## src/rtl/csr_initiator_pkg.sv

```systemverilog
// csr_initiator_pkg
// Shared types for the CSR initiator: the command opcode encoding and the
// sequencing FSM states, plus small opcode decode helpers.
// Opcode 3 is reserved and is executed exactly like a READ.
package csr_initiator_pkg;

  typedef enum logic [1:0] {
    OP_WRITE = 2'd0,
    OP_READ  = 2'd1,
    OP_POLL  = 2'd2,
    OP_RSVD  = 2'd3
  } csr_op_e;

  typedef enum logic [1:0] {
    IDLE = 2'd0,
    REQ  = 2'd1,
    RSP  = 2'd2,
    RES  = 2'd3
  } csr_state_e;

  function automatic logic opIsWrite(input csr_op_e op);
    return op == OP_WRITE;
  endfunction

  function automatic logic opIsPoll(input csr_op_e op);
    return op == OP_POLL;
  endfunction

endpackage

```

## src/rtl/csr_initiator_fifo.sv

```systemverilog
// csr_initiator_fifo
// Synchronous command FIFO holding packed {op, addr, data, mask} entries.
// Ports:
//   clk_i, rst_ni  clock, synchronous active-low reset
//   push_i, data_i write side (ignored when full)
//   pop_i          advance the head (ignored when empty)
//   data_o         current head entry
//   full_o/empty_o occupancy flags
module csr_initiator_fifo #(
  parameter int Width = 8,
  parameter int Depth = 4
) (
  input  logic             clk_i,
  input  logic             rst_ni,
  input  logic             push_i,
  input  logic [Width-1:0] data_i,
  input  logic             pop_i,
  output logic [Width-1:0] data_o,
  output logic             full_o,
  output logic             empty_o
);

  localparam int PtrW = (Depth > 1) ? $clog2(Depth) : 1;
  localparam logic [PtrW:0] FullCount = (PtrW + 1)'(Depth);

  logic [Width-1:0] mem_q [Depth];
  logic [PtrW-1:0]  wrPtr_q, rdPtr_q;
  logic [PtrW:0]    count_q;
  logic             pushOk, popOk;

  assign full_o  = (count_q == FullCount);
  assign empty_o = (count_q == '0);
  assign pushOk  = push_i & ~full_o;
  assign popOk   = pop_i & ~empty_o;
  assign data_o  = mem_q[rdPtr_q];

  // Entry storage needs no reset; the empty flag guards stale contents.
  always_ff @(posedge clk_i) begin
    if (pushOk) begin
      mem_q[wrPtr_q] <= data_i;
    end
  end

  // Pointers wrap naturally because the depth is a power of two.
  always_ff @(posedge clk_i) begin
    if (!rst_ni) begin
      wrPtr_q <= '0;
      rdPtr_q <= '0;
      count_q <= '0;
    end else begin
      if (pushOk) wrPtr_q <= wrPtr_q + 1'b1;
      if (popOk)  rdPtr_q <= rdPtr_q + 1'b1;
      case ({pushOk, popOk})
        2'b10:   count_q <= count_q + 1'b1;
        2'b01:   count_q <= count_q - 1'b1;
        default: count_q <= count_q;
      endcase
    end
  end

endmodule

```

## src/rtl/csr_initiator.sv

```systemverilog
// csr_initiator
// Queues WRITE/READ/POLL commands and executes them one at a time on a
// valid/ready CSR request/response bus, returning READ/POLL results.
// Ports:
//   clk_i, rst_ni          clock, synchronous active-low reset
//   cmd_*                  command push (op, addr, data/expected, mask)
//   res_*                  result (data, timeout flag) with valid/ready
//   csr_req_*              CSR request channel
//   csr_rsp_*              CSR response channel
//   busy_o                 commands pending or FSM active
// Build option: CSR_INITIATOR_POLL_TIMEOUT_EN enables the POLL try limit;
// without it POLL retries forever and res_timeout_o is tied low.
module csr_initiator
  import csr_initiator_pkg::*;
#(
  parameter int CsrDataWidth = 32,
  parameter int CsrAddrWidth = 32,
  parameter int CmdFifoDepth = 4,
  parameter int PollMaxTries = 1024
) (
  input  logic                    clk_i,
  input  logic                    rst_ni,
  input  logic                    cmd_valid_i,
  output logic                    cmd_ready_o,
  input  logic [1:0]              cmd_op_i,
  input  logic [CsrAddrWidth-1:0] cmd_addr_i,
  input  logic [CsrDataWidth-1:0] cmd_data_i,
  input  logic [CsrDataWidth-1:0] cmd_mask_i,
  output logic                    res_valid_o,
  input  logic                    res_ready_i,
  output logic [CsrDataWidth-1:0] res_data_o,
  output logic                    res_timeout_o,
  output logic [CsrDataWidth-1:0] csr_req_data_o,
  output logic [CsrAddrWidth-1:0] csr_req_addr_o,
  output logic                    csr_req_write_o,
  output logic                    csr_req_valid_o,
  input  logic                    csr_req_ready_i,
  input  logic [CsrDataWidth-1:0] csr_rsp_data_i,
  input  logic                    csr_rsp_valid_i,
  output logic                    csr_rsp_ready_o,
  output logic                    busy_o
);

  localparam int EntryW = 2 + CsrAddrWidth + 2 * CsrDataWidth;
  localparam int TryW   = $clog2(PollMaxTries + 1);
  localparam logic [TryW-1:0] TryMax  = TryW'(PollMaxTries);
  localparam logic [TryW-1:0] TryLast = TryW'(PollMaxTries - 1);

`ifdef CSR_INITIATOR_POLL_TIMEOUT_EN
  localparam bit TimeoutEn = 1'b1;
`else
  localparam bit TimeoutEn = 1'b0;
`endif

  csr_state_e              state_q, state_d;
  logic [TryW-1:0]         tryCount_q, tryCount_d;
  logic [CsrDataWidth-1:0] resData_q, resData_d;
  logic                    resTimeout_q, resTimeout_d;

  logic [EntryW-1:0]       headEntry;
  logic [1:0]              headOpRaw;
  csr_op_e                 headOp;
  logic [CsrAddrWidth-1:0] headAddr;
  logic [CsrDataWidth-1:0] headData, headMask;
  logic                    fifoFull, fifoEmpty, fifoPush, fifoPop;
  logic                    headIsWrite, headIsPoll, pollMatch;
  logic                    reqValid, rspReady, resValid, rspCapture;

  assign fifoPush = cmd_valid_i & cmd_ready_o;

  csr_initiator_fifo #(
    .Width (EntryW),
    .Depth (CmdFifoDepth)
  ) u_fifo (
    .clk_i   (clk_i),
    .rst_ni  (rst_ni),
    .push_i  (fifoPush),
    .data_i  ({cmd_op_i, cmd_addr_i, cmd_data_i, cmd_mask_i}),
    .pop_i   (fifoPop),
    .data_o  (headEntry),
    .full_o  (fifoFull),
    .empty_o (fifoEmpty)
  );

  assign {headOpRaw, headAddr, headData, headMask} = headEntry;
  assign headOp      = csr_op_e'(headOpRaw);
  assign headIsWrite = opIsWrite(headOp);
  assign headIsPoll  = opIsPoll(headOp);
  assign pollMatch   = ((csr_rsp_data_i & headMask) == (headData & headMask));

  // Sequencing: IDLE picks up the FIFO head, REQ issues it, RSP waits for
  // the read data, RES holds the result. A READ/POLL response coinciding
  // with the request handshake is consumed straight from REQ.
  always_comb begin
    state_d      = state_q;
    tryCount_d   = tryCount_q;
    resData_d    = resData_q;
    resTimeout_d = resTimeout_q;
    fifoPop      = 1'b0;
    reqValid     = 1'b0;
    rspReady     = 1'b0;
    resValid     = 1'b0;
    rspCapture   = 1'b0;
    case (state_q)
      IDLE: begin
        rspReady = 1'b1;
        if (!fifoEmpty) begin
          state_d    = REQ;
          tryCount_d = '0;
        end
      end
      REQ: begin
        reqValid = 1'b1;
        rspReady = ~headIsWrite;
        if (csr_req_ready_i) begin
          if (headIsWrite) begin
            fifoPop = 1'b1;
            state_d = IDLE;
          end else if (csr_rsp_valid_i) begin
            rspCapture = 1'b1;
          end else begin
            state_d = RSP;
          end
        end
      end
      RSP: begin
        rspReady = 1'b1;
        if (csr_rsp_valid_i) rspCapture = 1'b1;
      end
      RES: begin
        resValid = 1'b1;
        if (res_ready_i) begin
          fifoPop = 1'b1;
          state_d = IDLE;
        end
      end
      default: state_d = IDLE;
    endcase

    // A POLL mismatch re-issues the read; the counter saturates so a long
    // poll without a try limit never wraps.
    if (rspCapture) begin
      if (!headIsPoll || pollMatch) begin
        state_d      = RES;
        resData_d    = csr_rsp_data_i;
        resTimeout_d = 1'b0;
      end else begin
        if (tryCount_q != TryMax) tryCount_d = tryCount_q + 1'b1;
        if (TimeoutEn && (tryCount_q == TryLast)) begin
          state_d      = RES;
          resData_d    = csr_rsp_data_i;
          resTimeout_d = 1'b1;
        end else begin
          state_d = REQ;
        end
      end
    end
  end

  // State and result registers, cleared by the synchronous reset.
  always_ff @(posedge clk_i) begin
    if (!rst_ni) begin
      state_q      <= IDLE;
      tryCount_q   <= '0;
      resData_q    <= '0;
      resTimeout_q <= 1'b0;
    end else begin
      state_q      <= state_d;
      tryCount_q   <= tryCount_d;
      resData_q    <= resData_d;
      resTimeout_q <= resTimeout_d;
    end
  end

  // Handshake outputs are forced low while reset is asserted; request
  // fields are zeroed outside REQ so stale FIFO contents never show.
  assign cmd_ready_o     = ~fifoFull & rst_ni;
  assign csr_req_valid_o = reqValid & rst_ni;
  assign csr_rsp_ready_o = rspReady & rst_ni;
  assign res_valid_o     = resValid & rst_ni;
  assign csr_req_addr_o  = reqValid ? headAddr : '0;
  assign csr_req_data_o  = reqValid ? headData : '0;
  assign csr_req_write_o = reqValid & headIsWrite;
  assign res_data_o      = resData_q;
  assign res_timeout_o   = TimeoutEn ? resTimeout_q : 1'b0;
  assign busy_o          = ~fifoEmpty | (state_q != IDLE);

endmodule

```

## config.mk

```make
export PLATFORM = sky130hd
export DESIGN_NAME = csr_initiator
export DESIGN_NICKNAME = d
export VERILOG_FILES = /design/src/rtl/csr_initiator_pkg.sv /design/src/rtl/csr_initiator_fifo.sv /design/src/rtl/csr_initiator.sv
export SDC_FILE = /design/constraint.sdc
export NUM_CORES = 1
export LEC_CHECK = 0
export ABC_AREA = 1
export CORE_UTILIZATION = 58
export DETAILED_ROUTE_END_ITERATION = 10
export PLACE_DENSITY = 0.86
export SETUP_SLACK_MARGIN = 0.5
export SYNTH_ARGS = -nofsm -noshare
export SYNTH_HDL_FRONTEND = slang
export SYNTH_SLANG_ARGS = --single-unit
```

## constraint.sdc

```tcl
create_clock -name clk_i -period 9.2 [get_ports clk_i]
set_input_delay 1.84 -clock clk_i [delete_from_list [all_inputs] [get_ports clk_i]]
set_output_delay 1.84 -clock clk_i [all_outputs]
set_load 0.02 [all_outputs]
```

==> results.sh <==
export IMPL_dp_cells=2166
export IMPL_drtPass1Iterations=6
export IMPL_status="finished clean"
export IMPL_synthCells=1614
export IMPL_antenna_left=0
export IMPL_synth_area_leaders="edfxtp_1 66%, nand2_1 6.6%, nor2_1 6.5%, dfxtp_1 4.8%, nand3_1 4.4%"
export IMPL_dp_hpwl_mm=27.63
export IMPL_cts_setup_buffers=0
export IMPL_grt_pass1_vias=12770
export IMPL_finalHoldViolations=0
export IMPL_grt_usage=0.2917
export IMPL_avgSynthCellArea_um2=11.08
export IMPL_synth_seq_cells=435
export IMPL_finalSetupViolations=0
export IMPL_layout_nets=1967
export IMPL_chipHeight_um=177.6
export IMPL_dp_slack_ps=3497
export IMPL_worst_r2r_setup_slack_ps=4770
export IMPL_holdBufCountCts=0
export IMPL_critPathMaxStageDelay_ps=970
export IMPL_start_util=0.5972
export IMPL_layout_setup_ws_ps=3066
export IMPL_clockBufferDepth=3
export IMPL_cp_end_kind="output port"
export IMPL_timing_final_crit_share=0.6668
export IMPL_grt_max_degree=122
export IMPL_rsz0062_at_grt="no"
export IMPL_stdcell_count=2254
export IMPL_drive_gt1_frac=0.05226
export IMPL_layout_min_cycle_time_ps=6134
export IMPL_worstPathMaxFanout=121
export IMPL_nFillCells=1931
export IMPL_synth_top_cell_area_share=0.6580
export IMPL_cts_resized=0
export IMPL_p_per_area_mw_per_mm2=212.6
export IMPL_routed_wl_mm=45.75
export IMPL_portBuffers=237
export IMPL_grt_pass1_wl_mm=68.76
export IMPL_required_ps=7360
export IMPL_area_growth_pct=21.52
export IMPL_drcViolationCount=0
export IMPL_std_cell_rows=63
export IMPL_clock_fmax_mhz=163.0
export IMPL_fin_tns_setup_ps=0
export IMPL_gp_congestion=0.8852
export IMPL_slew_violations=0
export IMPL_synth_largest_area_cell="edfxtp_1"
export IMPL_numCtsBuffers=43
export IMPL_cpMaxStageDelayCell="buf_4"
export IMPL_path_clk_slew_ps=60
export IMPL_power_leakage_nw=7.843
export IMPL_synth_commonest_cells="392 x edfxtp_1, 315 x nand2_1, 309 x nor2_1, 158 x nand3_1, 127 x o21ai_0"
export IMPL_synth_edff_count=392
export IMPL_drt_iter0_drc=1574
export IMPL_cp_cell_sequence="inv_6, buf_4, o21ai_0, o22a_1, nand2_1, nand2_1, inv_2, nor3_1, nor3_1, clkdlybuf4s50_1"
export IMPL_clock_latency_ps=550
export IMPL_crit_arrival_ps=4290
export IMPL_synth_async_sr_flop_share=0
export IMPL_cts_root_buf="clkbuf_16"
export IMPL_avgRoutedWirePerCell_um=20.30
export IMPL_ys_seq_area_frac=0.7062
export IMPL_crit_type="flop to output port"
export IMPL_cts_tree="built"
export IMPL_reg2reg_depth=15
export IMPL_startpoint_type="flop"
export IMPL_synth_nets=1760
export IMPL_cts_sinks=435
export IMPL_yosysMostFrequentCell="edfxtp_1"
export IMPL_worstHoldPathType="flop to flop"
export IMPL_via_per_inst=5.807
export IMPL_core_area_mm2=0.02995
export IMPL_endpoint="csr_rsp_ready_o"
export IMPL_synthFlopType="edfxtp_1"
export IMPL_worstMarginPinSlew_ps=1155
export IMPL_syn_area_mm2=0.01789
export IMPL_yosysWarnings=0
export IMPL_htreeDepth=2
export IMPL_io_pins=239
export IMPL_die_w_um=177.6
export IMPL_rr_endpoint="u_fifo.count_q[2]"
export IMPL_ir_worst_vdd_mv=0.1820
export IMPL_slew_headroom=0.2301
export IMPL_vias=13090
export IMPL_cap_violations=0
export IMPL_antenna_found_initial=14
export IMPL_grt_overflow=0
export IMPL_finalClockSkew_ps=22.01
export IMPL_die_area_mm2=0.03155
export IMPL_ys_types=27
kinds of logic (layout without fill, tap and decap cells):
| group | Yosys count | in the layout | synth area share |
|---|---|---|---|
| flip-flops | 435 | 435 | 0.7062 |
| AND/OR/NAND/NOR | 786 | 786 | 0.1763 |
| other | 1 | 9 | 0.0002096 |
| AO/OA/AOI/OAI | 232 | 232 | 0.06785 |
| adder cells (fa/ha/maj) | 10 | 10 | 0.007414 |
| buffers and inverters | 150 | 392 | 0.04204 |
cells in the final DEF (no fill, tap or decap), types with 10 or more instances in the layout:
master | netlist | final
clkdlybuf4s50_1 | 0 | 236
clkbuf_16 | 0 | 44
clkbuf_1 | 29 | 14
o21ai_1 | 19 | 19
edfxtp_1 | 392 | 392
nand2_1 | 315 | 314
dfxtp_1 | 43 | 41
o21ai_0 | 127 | 127
a21oi_1 | 69 | 69
inv_1 | 57 | 56
a21oi_2 | 11 | 10
nor2_1 | 309 | 305
nand3_1 | 158 | 158
buf_4 | 9 | 15
report_power, final:
group	internal, mW	total [mW]	switching [mW]
logic	0.288	0.730	0.442
registers	2.21	2.23	0.0202
clock network	0.948	1.66	0.712
through the flow:
step / instance area [um2] / hold WS (ps) / power (mW) / utilization
CTS: 21720 / 455.4 / 4.624 / 0.7250
detailed placement: 20380 / 445.1 / 2.993 / 0.6805
finish: 21740 / 465.9 / 4.620 / 0.7257
global placement: 20380 / 445.4 / 2.978 / 0.6805
global route: 21730 / 494.1 / 4.756 / 0.7254
floorplan: 17890 / 436.4 / 2.637 / -
state kept, by name (all words and copies together), names as in the netlist, named ones only:
signal,flops
u_fifo.count_q,3
u_fifo.rdPtr_q,2
u_fifo.wrPtr_q,2
res_data_o,32
state_q,2
u_fifo.mem_q,392
how the worst min path moves through the flow:
stage               slack (ps)  depth (start not counted)   end         startpoint
finish                     470                          2  flop  u_fifo.rdPtr_q[1]
CTS                        460                          2  flop  u_fifo.rdPtr_q[1]
floorplan                  440                          2  flop  u_fifo.rdPtr_q[1]
global placement           450                          2  flop  u_fifo.rdPtr_q[1]
global route               490                          2  flop  u_fifo.rdPtr_q[1]
detailed placement         450                          2  flop  u_fifo.rdPtr_q[1]
cell type report:
type | instances | area [um2] | area share
clock inverters | 21 | 165.2 | 0.007598
diodes | 8 | 20.02 | 0.0009210
well taps | 390 | 488.0 | 0.02245
clock buffers | 59 | 1167 | 0.05370
repair buffers | 252 | 2480 | 0.1141
multi-input cells | 1029 | 4544 | 0.2091
inverters | 60 | 232.7 | 0.01071
flip-flops and latches | 435 | 12640 | 0.5815
critical path: cells and delay by family (launching register included):
family / cells / cell delay (ps)
AO/OA/AOI/OAI: 2 / 490
flip-flops: 1 / 530
buffers and inverters: 4 / 2160
AND/OR/NAND/NOR: 4 / 510
metal layers:
layer | track usage | routed length [um]
met5 | 0 | 84
met1 | 0.3727 | 17570
met4 | 0.1143 | 1359
met3 | 0.07948 | 4891
met2 | 0.4751 | 21840
Note: power is estimated with default switching activity, not from simulation.
